<file path="config.mk">
export PLATFORM = sky130hd
export DESIGN_NAME = approx_error_scanner
export DESIGN_NICKNAME = d
export VERILOG_FILES = /design/src/rtl/approx_eval_pkg.sv /design/src/rtl/madd_exact_ref.sv /design/src/rtl/approx_error_scanner.sv
export SDC_FILE = /design/constraint.sdc
export NUM_CORES = 1
export LEC_CHECK = 0
export CAP_MARGIN = 20
export CORE_MARGIN = 2
export CORE_UTILIZATION = 40
export DETAILED_ROUTE_END_ITERATION = 8
export PLACE_DENSITY_LB_ADDON = 0.12
export SLEW_MARGIN = 15
export SYNTH_ARGS = -nofsm -noshare
export SYNTH_HDL_FRONTEND = slang
export SYNTH_SLANG_ARGS = --single-unit
</file>
<file path="constraint.sdc">
create_clock -name clk -period 4.05 [get_ports clk]
set_input_delay 1.0125 -clock clk [delete_from_list [all_inputs] [get_ports clk]]
set_output_delay 1.0125 -clock clk [all_outputs]
set_load 0.01 [all_outputs]
</file>
<file path="src/rtl/approx_eval_pkg.sv">
// Shared types and arithmetic helpers for the approximate-circuit error scanner.
package approx_eval_pkg;

    localparam int DEF_OP_W  = 2;
    localparam int DEF_OUT_W = 4;

    typedef enum logic [1:0] {
        IDLE,
        SCAN,
        DRAIN,
        DONE
    } scan_state_t;

    function automatic logic [31:0] exact_madd(input logic [31:0] a,
                                               input logic [31:0] b,
                                               input logic [31:0] c);
        return a * b + c;
    endfunction

    function automatic logic [31:0] abs_diff(input logic [31:0] x,
                                             input logic [31:0] y);
        return (x > y) ? (x - y) : (y - x);
    endfunction

endpackage

</file>
<file path="src/rtl/madd_exact_ref.sv">
// Purpose: exact a*b+c truncated to OUT_W bits, golden reference for the scanner.
// Latency: purely combinational, zero cycles.
// Backpressure: none, output follows inputs continuously.
module madd_exact_ref
    import approx_eval_pkg::*;
#(
    parameter int OP_W  = DEF_OP_W,
    parameter int OUT_W = DEF_OUT_W
) (
    input  logic [OP_W-1:0]  a,
    input  logic [OP_W-1:0]  b,
    input  logic [OP_W-1:0]  c,
    output logic [OUT_W-1:0] y
);

    assign y = OUT_W'(exact_madd(32'(a), 32'(b), 32'(c)));

endmodule

</file>
<file path="src/rtl/approx_error_scanner.sv">
// Purpose: sweeps every vector through an approximate circuit and accumulates error stats vs exact a*b+c.
// Latency: start to done is 2^IN_W + 2 cycles; EARLY_ABORT_EN cuts the sweep at the first error above ET.
// Backpressure: none; start is ignored while busy, results hold until the next accepted start.
module approx_error_scanner
    import approx_eval_pkg::*;
#(
    parameter int OP_W  = DEF_OP_W,
    parameter int OUT_W = DEF_OUT_W,
    parameter int ET    = 3,
    parameter int IN_W  = 3 * OP_W
) (
    input  logic                  clk,
    input  logic                  rst,
    input  logic                  start,
    output logic [IN_W-1:0]       stim,
    input  logic [OUT_W-1:0]      approx_out,
    output logic                  busy,
    output logic                  done,
    output logic [OUT_W-1:0]      max_err,
    output logic [IN_W:0]         err_cnt,
    output logic [IN_W+OUT_W-1:0] err_sum,
    output logic [IN_W-1:0]       first_fail,
    output logic                  pass
`ifdef EARLY_ABORT_EN
    ,
    output logic                  aborted
`endif
);

    localparam logic [OUT_W-1:0] ET_V = OUT_W'(ET);

    scan_state_t      state;
    logic [IN_W-1:0]  smp_idx;
    logic [OUT_W-1:0] smp_approx;
    logic             smp_vld;
    logic             ff_vld;
    logic [OUT_W-1:0] smp_exact;
    logic [OUT_W-1:0] smp_err;
    logic             acc_en;

    // Response is captured one cycle after its vector is driven; the error is
    // evaluated from the captured copy so the exact path never sees stim directly.
    madd_exact_ref #(
        .OP_W  (OP_W),
        .OUT_W (OUT_W)
    ) u_exact (
        .a (smp_idx[OP_W-1:0]),
        .b (smp_idx[2*OP_W-1:OP_W]),
        .c (smp_idx[3*OP_W-1:2*OP_W]),
        .y (smp_exact)
    );

    assign smp_err = OUT_W'(abs_diff(32'(smp_exact), 32'(smp_approx)));
    assign acc_en  = smp_vld && ((state == SCAN) || (state == DRAIN));

    always_ff @(posedge clk) begin
        if (rst) begin
            state      <= IDLE;
            stim       <= '0;
            busy       <= 1'b0;
            done       <= 1'b0;
            max_err    <= '0;
            err_cnt    <= '0;
            err_sum    <= '0;
            first_fail <= '0;
            pass       <= 1'b0;
            smp_idx    <= '0;
            smp_approx <= '0;
            smp_vld    <= 1'b0;
            ff_vld     <= 1'b0;
`ifdef EARLY_ABORT_EN
            aborted    <= 1'b0;
`endif
        end else begin
            done <= 1'b0;

            if (acc_en) begin
                if (smp_err > max_err)
                    max_err <= smp_err;
                if (smp_err != '0) begin
                    err_cnt <= err_cnt + (IN_W+1)'(1);
                    err_sum <= err_sum + (IN_W+OUT_W)'(smp_err);
                    if (!ff_vld) begin
                        first_fail <= smp_idx;
                        ff_vld     <= 1'b1;
                    end
                end
            end

            case (state)
                IDLE: begin
                    if (start) begin
                        state      <= SCAN;
                        busy       <= 1'b1;
                        stim       <= '0;
                        max_err    <= '0;
                        err_cnt    <= '0;
                        err_sum    <= '0;
                        first_fail <= '0;
                        pass       <= 1'b0;
                        smp_vld    <= 1'b0;
                        ff_vld     <= 1'b0;
`ifdef EARLY_ABORT_EN
                        aborted    <= 1'b0;
`endif
                    end
                end
                SCAN: begin
                    smp_approx <= approx_out;
                    smp_idx    <= stim;
                    smp_vld    <= 1'b1;
                    stim       <= stim + IN_W'(1);
                    if (stim == '1)
                        state <= DRAIN;
                end
                DRAIN: begin
                    smp_vld <= 1'b0;
                    state   <= DONE;
                end
                DONE: begin
                    done  <= 1'b1;
                    busy  <= 1'b0;
                    pass  <= (max_err <= ET_V);
                    state <= IDLE;
                end
                default: state <= IDLE;
            endcase

`ifdef EARLY_ABORT_EN
            // Any sample above threshold ends the sweep; the vector already in flight is dropped.
            if (acc_en && (smp_err > ET_V)) begin
                state   <= DONE;
                smp_vld <= 1'b0;
                stim    <= '0;
                aborted <= 1'b1;
            end
`endif
        end
    end

endmodule

</file>
# After elaboration in Yosys (flattened, before gate mapping)
# Index checks and enable logic that the tools add are counted.
dict set report op_classes {
  n_addsub 6
  multipliers 1
  magnitude_cmp 3
  eq_ne 6
  muxes 33
  n_reduce_logical 11
}
# operator count
set op_table {}
lappend op_table {{10-bit two-way mux} 4}
lappend op_table {{6-bit two-way mux} 6}
lappend op_table {{7-bit two-way mux} 4}
lappend op_table {{4-bit two-way mux} 5}
lappend op_table {{6-bit one-hot mux with 2 select lines} 1}
lappend op_table {{10-bit by 4-bit adder with 10-bit output} 1}
lappend op_table {{4-bit > comparator} 2}
lappend op_table {{2-bit one-hot mux with 4 select lines} 1}
lappend op_table {{2-bit AND reduction} 4}
lappend op_table {{4-bit subtractor} 2}
lappend op_table {{7-bit by 1-bit adder with 7-bit output, second input constant} 1}
lappend op_table {{1-bit two-way mux} 7}
lappend op_table {{6-bit by 1-bit adder with 6-bit output, second input constant} 1}
lappend op_table {{6-bit == test, second input constant} 1}
lappend op_table {{4-bit by 2-bit adder with 4-bit output} 1}
lappend op_table {{2-bit == test, second input constant} 2}
lappend op_table {{4-bit by 2-bit less-or-equal comparator with 1-bit output, second input constant} 1}
lappend op_table {{2-bit by 2-bit multiplier with 4-bit output} 1}
lappend op_table {{2-bit two-way mux} 2}
lappend op_table {{1-bit one-hot mux with 2 select lines} 2}
lappend op_table {{2-bit nonzero test} 2}
lappend op_table {{4-bit nonzero test} 1}
lappend op_table {{1-bit one-hot mux with 3 select lines} 1}
lappend op_table {{3-bit nonzero test} 1}
lappend op_table {{6 further kinds} 6}
dict set report word_totals {
  reg_bits 50
  inputBits 7
  output_inout_bits 36
  elab_cells 73
}

# Logic depth before layout (Yosys ltp)
dict set report logic_depth {
  depth_word 9
  mapped_depth 20
  ltp_nobuf 19
}

# By module
# Synthesis repeated with hierarchy kept, for this count alone.
dict set report hier_totals {
  hier_cells 334
  hier_area_um2 2941.6
}
# module instances cells_each area_per_inst_um2 seq_area_each_um2
set modules_own_cells {}
lappend modules_own_cells {approx_error_scanner 1 326 2851.5 1001.0}
lappend modules_own_cells {madd_exact_ref 1 8 90.1 0.0}

# Worst setup path before layout
# No wires, ideal clock.
dict set report synth_path {
  path_kind {reg2reg}
  start {register smp_idx[3]}
  end {register err_sum[4]}
  setup_time_ns 0.069
  arrival_time_ns 4.206
  required_ns 3.981
  setup_slack_ns -0.225
  path_stages_with_launch 18
  n_path_buf 1
  synth_period_minus_slack_ns 4.275
  path_cell_list {dfxtp_1 > nand2_1 > fa_1 > inv_1 > ha_1 > inv_1 > fa_1 > inv_1 > ha_1 > buf_6 > nor2b_1 > o311a_4 > mux2i_1 > inv_1 > fa_1 > o21ai_0 > or4b_2 > o21ai_1}
}
dict set report synth_via {
  elab_chain_len 9
  elab_cells_between_ends 12
  cone_classes {4 x add/sub; 1 x mul; 1 x order compare; 5 x mux; 1 x reduce/logical}
}
# item line_no
set synth_rtl {}
lappend synth_rtl {{start: declaration} approx_error_scanner.sv:33} ;# logic [IN_W-1:0] smp_idx;
lappend synth_rtl {{start signal: assignment} approx_error_scanner.sv:110} ;# smp_idx <= stim;
lappend synth_rtl {{2-bit by 2-bit multiplier with 4-bit output (*)} approx_eval_pkg.sv:17} ;# return a * b + c;
lappend synth_rtl {{4-bit by 2-bit adder with 4-bit output (*)} approx_eval_pkg.sv:17}
lappend synth_rtl {{4-bit subtractor or 4-bit > comparator (tied branches)} approx_eval_pkg.sv:22} ;# return (x > y) ? (x - y) : (y - x);
lappend synth_rtl {{4-bit two-way mux (*)} approx_eval_pkg.sv:22}
lappend synth_rtl {{10-bit by 4-bit adder with 10-bit output or 4-bit nonzero test (tied branches)} {approx_error_scanner.sv:82, approx_error_scanner.sv:80}}
lappend synth_rtl {{10-bit two-way mux (*)} approx_error_scanner.sv:80} ;# if (smp_err != '0) begin
lappend synth_rtl {{10-bit two-way mux (*)} approx_error_scanner.sv:77} ;# if (acc_en) begin
lappend synth_rtl {{10-bit two-way mux} approx_error_scanner.sv:92} ;# if (start) begin
lappend synth_rtl {{10-bit two-way mux (*)} approx_error_scanner.sv:90} ;# case (state)
lappend synth_rtl {{end signal: assignment} approx_error_scanner.sv:82} ;# err_sum <= err_sum + (IN_W+OUT_W)'(smp_err);
lappend synth_rtl {{end: declaration} approx_error_scanner.sv:21} ;# output logic [IN_W+OUT_W-1:0] err_sum,
# Every way passes the cells marked *; elsewhere a longest branch is shown, timed or not.
# A chain may end at the register's enable or synchronous reset.

# Final worst setup path
dict set report layout_path {
  start {register smp_idx[5]}
  end {register err_sum[8]}
}
dict set report layout_via {
  elab_chain_len 8
  elab_cells_between_ends 11
  cone_classes {4 x add/sub; 1 x order compare; 5 x mux; 1 x reduce/logical}
}
# item line_no
set layout_rtl {}
lappend layout_rtl {{4-bit by 2-bit adder with 4-bit output (*)} approx_eval_pkg.sv:17}
lappend layout_rtl {{4-bit subtractor or 4-bit > comparator (tied branches)} approx_eval_pkg.sv:22}
lappend layout_rtl {{4-bit two-way mux (*)} approx_eval_pkg.sv:22}
lappend layout_rtl {{10-bit by 4-bit adder with 10-bit output or 4-bit nonzero test (tied branches)} {approx_error_scanner.sv:82, approx_error_scanner.sv:80}}
lappend layout_rtl {{10-bit two-way mux (*)} approx_error_scanner.sv:80}
lappend layout_rtl {{10-bit two-way mux (*)} approx_error_scanner.sv:77}
lappend layout_rtl {{10-bit two-way mux} approx_error_scanner.sv:92}
lappend layout_rtl {{10-bit two-way mux (*)} approx_error_scanner.sv:90}
# Marked as above.

==> flow_metrics.tcl <==
set metrics [dict create \
    status "finished with violations" \
    violations "setup timing" \
    cts_hold_buf 0 \
    critPathMaxStageDelay_ns 0.52 \
    grt_pass1_vias 2231 \
    dp.final_hpwl_um 4580 \
    yosys.area.top_type "dfxtp_1" \
    syn_nets 360 \
    startpoint "smp_idx[5]$_SDFFE_PP0P_" \
    max_freq_mhz 235 \
    area_growth_pct 34.8 \
    cp_slowest_cell "fa_1" \
    drv_slew 0 \
    hold_ws_ns 0.465 \
    cp.required_ns 4.28 \
    grt_pass1_wl_um 10500 \
    nets 425 \
    highest_layer "met4" \
    numPortBuffers 42 \
    critPathLaunchType "flop" \
    holdCritStartpoint "first_fail[2]$_SDFF_PP0_" \
    criticalPathCategory "reg2reg" \
    rsz0062_at_grt "yes" \
    cts.sinks 50 \
    synth_area_mm2 0.00286 \
    vias 2422 \
    die_y_um 88.6 \
    hold_violations 0 \
    r2r_slack_ns -0.20 \
    clkLatencyLatePin_ns 0.31 \
    min_period_over_period 1.05 \
    cp_cell_sequence "inv_2 -> fa_1 -> inv_1 -> ha_2 -> inv_2 -> fa_1 -> inv_2 -> ha_4 -> nor2b_4 -> o311a_4 -> mux2i_2 -> xor2_2 -> buf_4 -> ha_4 -> nand2_4 -> o21ai_4 -> buf_6 -> nand3_2 -> or3_4 -> a21oi_2" \
    drt-pass1-iter-count 4 \
    m1WireLength_um 3210 \
    synth.area.top_cells "dfxtp_1, ha_1, mux2i_1, nand2_1, nor2_1" \
    postRouteWirelength_um 6430 \
    hp-class "reg2reg" \
    cp.arrival_ns 4.48 \
    stdcell_area_mm2 0.00386 \
    cts_buffers 5 \
    fin_tns_setup_ns -1.11 \
    crit_path_max_fanout 6 \
    max_slew_margin 0.429 \
    ir_worst_vdd_mv 0.282 \
    fin_worst_skew_ns 0.0153 \
    synth_edf_count 0 \
    cp-end-kind "flop" \
    ys.flop_type "dfxtp_1" \
    wl_per_cell_um 13.2 \
    r2r_start "smp_idx[5]$_SDFFE_PP0P_" \
    synth_top_cell_area_share 0.349 \
    grt_usage 0.168 \
    clk_path_buf_depth 2 \
    ys_ff_latch 50 \
    synthCells 324 \
    drtAntennaViolNets 0 \
    die_w_um 88.6 \
    dp_slack_ns -0.238 \
    met2_length_um 3000 \
    start_util 0.417 \
    gr-total-overflow 0 \
    yosys.cell_types.count 48 \
    cts-root-buf "clkbuf_8" \
    gp_congestion 0.819 \
    cts_tree "built" \
    crit_top_cell "inv_2" \
    dieArea_mm2 0.00785 \
    placed_area_mm2 0.00354 \
    power.leakage_nw 1.53 \
    fin_crit_ns 4.25 \
    rr_worst_depth 20 \
    drv_cap 0 \
    worstMarginPinSlew_ns 0.857 \
    fillers 635 \
    worst_slack_ns -0.197 \
    drive_above_1_share 0.205 \
    power_density_mw_per_mm2 461 \
    syn_avg_cell_area_um2 8.84 \
    antenna_found_initial 0 \
    synth_seq_area_share 0.349 \
    fp-row-count 30 \
    drc_errors 0 \
    route.met3.wl_um 149 \
    core_mm2 0.00687 \
    total_power_mw 1.78 \
    grt_max_degree 24 \
    first_iter_violations 118 \
    viasPerCell 4.98 \
    ys_async_sr_fraction 0 \
    pin_count 43 \
    setup_viol 10 \
    antennaDiodeCount 0 \
    path_clk_slew_ns 0.10 \
    cts_max_level 2 \
    hold_depth 2 \
    yosys_warnings 0 \
]
==> cell usage after synthesis, drive strengths merged (2+ instances only) <==
cell,instances
or3,7
and3,4
a211oi,3
a22oi,2
nor3,2
nor2b,5
and2,4
nand2,34
or2,3
mux2i,23
o21ai,15
and3b,2
clkbuf,6
xor2,6
or4,4
nand4,4
o21a,2
fa,5
dfxtp,50
inv,24
nor2,30
xnor2,4
a21oi,14
nand3,16
ha,24
nand2b,6
buf,7
o211ai,5
o31ai,3
==> placed cells by master, fill, tap and decap left out, drive strengths merged, types with 2 or more instances in the layout <==
cell,n
and2,4
dfxtp,50
fa,5
nor3,2
nand2b,6
or3,7
o21ai,15
inv,24
nand3,16
and3,4
a211oi,3
nor2b,5
o21a,2
or2,3
mux2i,23
or4,4
and3b,2
buf,29
nand2,34
o211ai,5
o31ai,3
nand4,4
ha,24
xnor2,4
clkdlybuf4s50,42
nor2,30
clkbuf,6
xor2,6
a21oi,14
a22oi,2
==> stage by stage <==
stage,std cells,util
after floorplan,324,-
after global placement,474,0.515
after detailed placement,474,0.515
after CTS,484,0.544
after global routing,486,0.562
final,486,0.562
==> report_power, final <==
| part | leakage [nW] | internal [mW] | switching [mW] |
|---|---|---|---|
| clock network | 0.0514 | 0.185 | 0.174 |
| logic | 1.07 | 0.404 | 0.457 |
| registers | 0.406 | 0.528 | 0.0327 |
==> flip-flops by register name, summed over array words and instances, names as in the netlist, 2 cells and up <==
signal and flops:
err_cnt 7, err_sum 10, first_fail 6, max_err 4
smp_approx 4, smp_idx 6, state 2, stim 6
==> worst max-delay path, delay by kind of cell, from the launching register on <==
kind / cells / cell delay [ns]
DFF: 1 / 0.35
AOI/OAI and AO/OA: 3 / 0.68
buffers and inverters: 6 / 0.47
and+or+nand+nor: 4 / 0.62
adders and majority gates: 5 / 1.67
xor gates and xnor gates: 1 / 0.18
muxes: 1 / 0.18
==> cells by family (layout without fill, tap and decap cells) <==
logic type	after synthesis	after routing	share of synthesized area
buffers and inverters	37	103	0.0612
and+or+nand+nor	123	123	0.214
DFF	50	50	0.349
AOI/OAI and AO/OA	52	52	0.125
xor gates and xnor gates	10	10	0.0306
adders and majority gates	29	29	0.140
muxes	23	23	0.0804
==> area by class of cell <==
| cell class | instances | area (um^2) | share of cell area |
|---|---|---|---|
| multi-input combinational | 237 | 1880 | 0.488 |
| inverter | 24 | 90.1 | 0.0233 |
| sequential | 50 | 1010 | 0.261 |
| clock buffer | 6 | 72.6 | 0.0188 |
| timing repair buffer | 71 | 649 | 0.168 |
| clock inverter | 2 | 37.5 | 0.00972 |
| tap | 96 | 120 | 0.0311 |
==> repair_timing <==
item	CTS	global route
buffers inserted	2	2
gates resized for setup	17	20
endpoints found under the setup margin	10	11
gates cloned	0	0
pin swaps	11	10
==> final timing paths <==
kind / endpoint
worst max-delay path: err_sum[8]$_SDFF_PP0_
worst min-delay path: first_fail[2]$_SDFF_PP0_
worst max register to register: err_sum[8]$_SDFF_PP0_
worst min register to register: first_fail[2]$_SDFF_PP0_
==> routing by layer <==
metal	vias up	global-route usage
li1	1245	-
met5	-	0
met1	1135	0.246
met2	35	0.257
met4	0	0.0496
met3	7	0.0261
(Power assumes the default switching activity.)
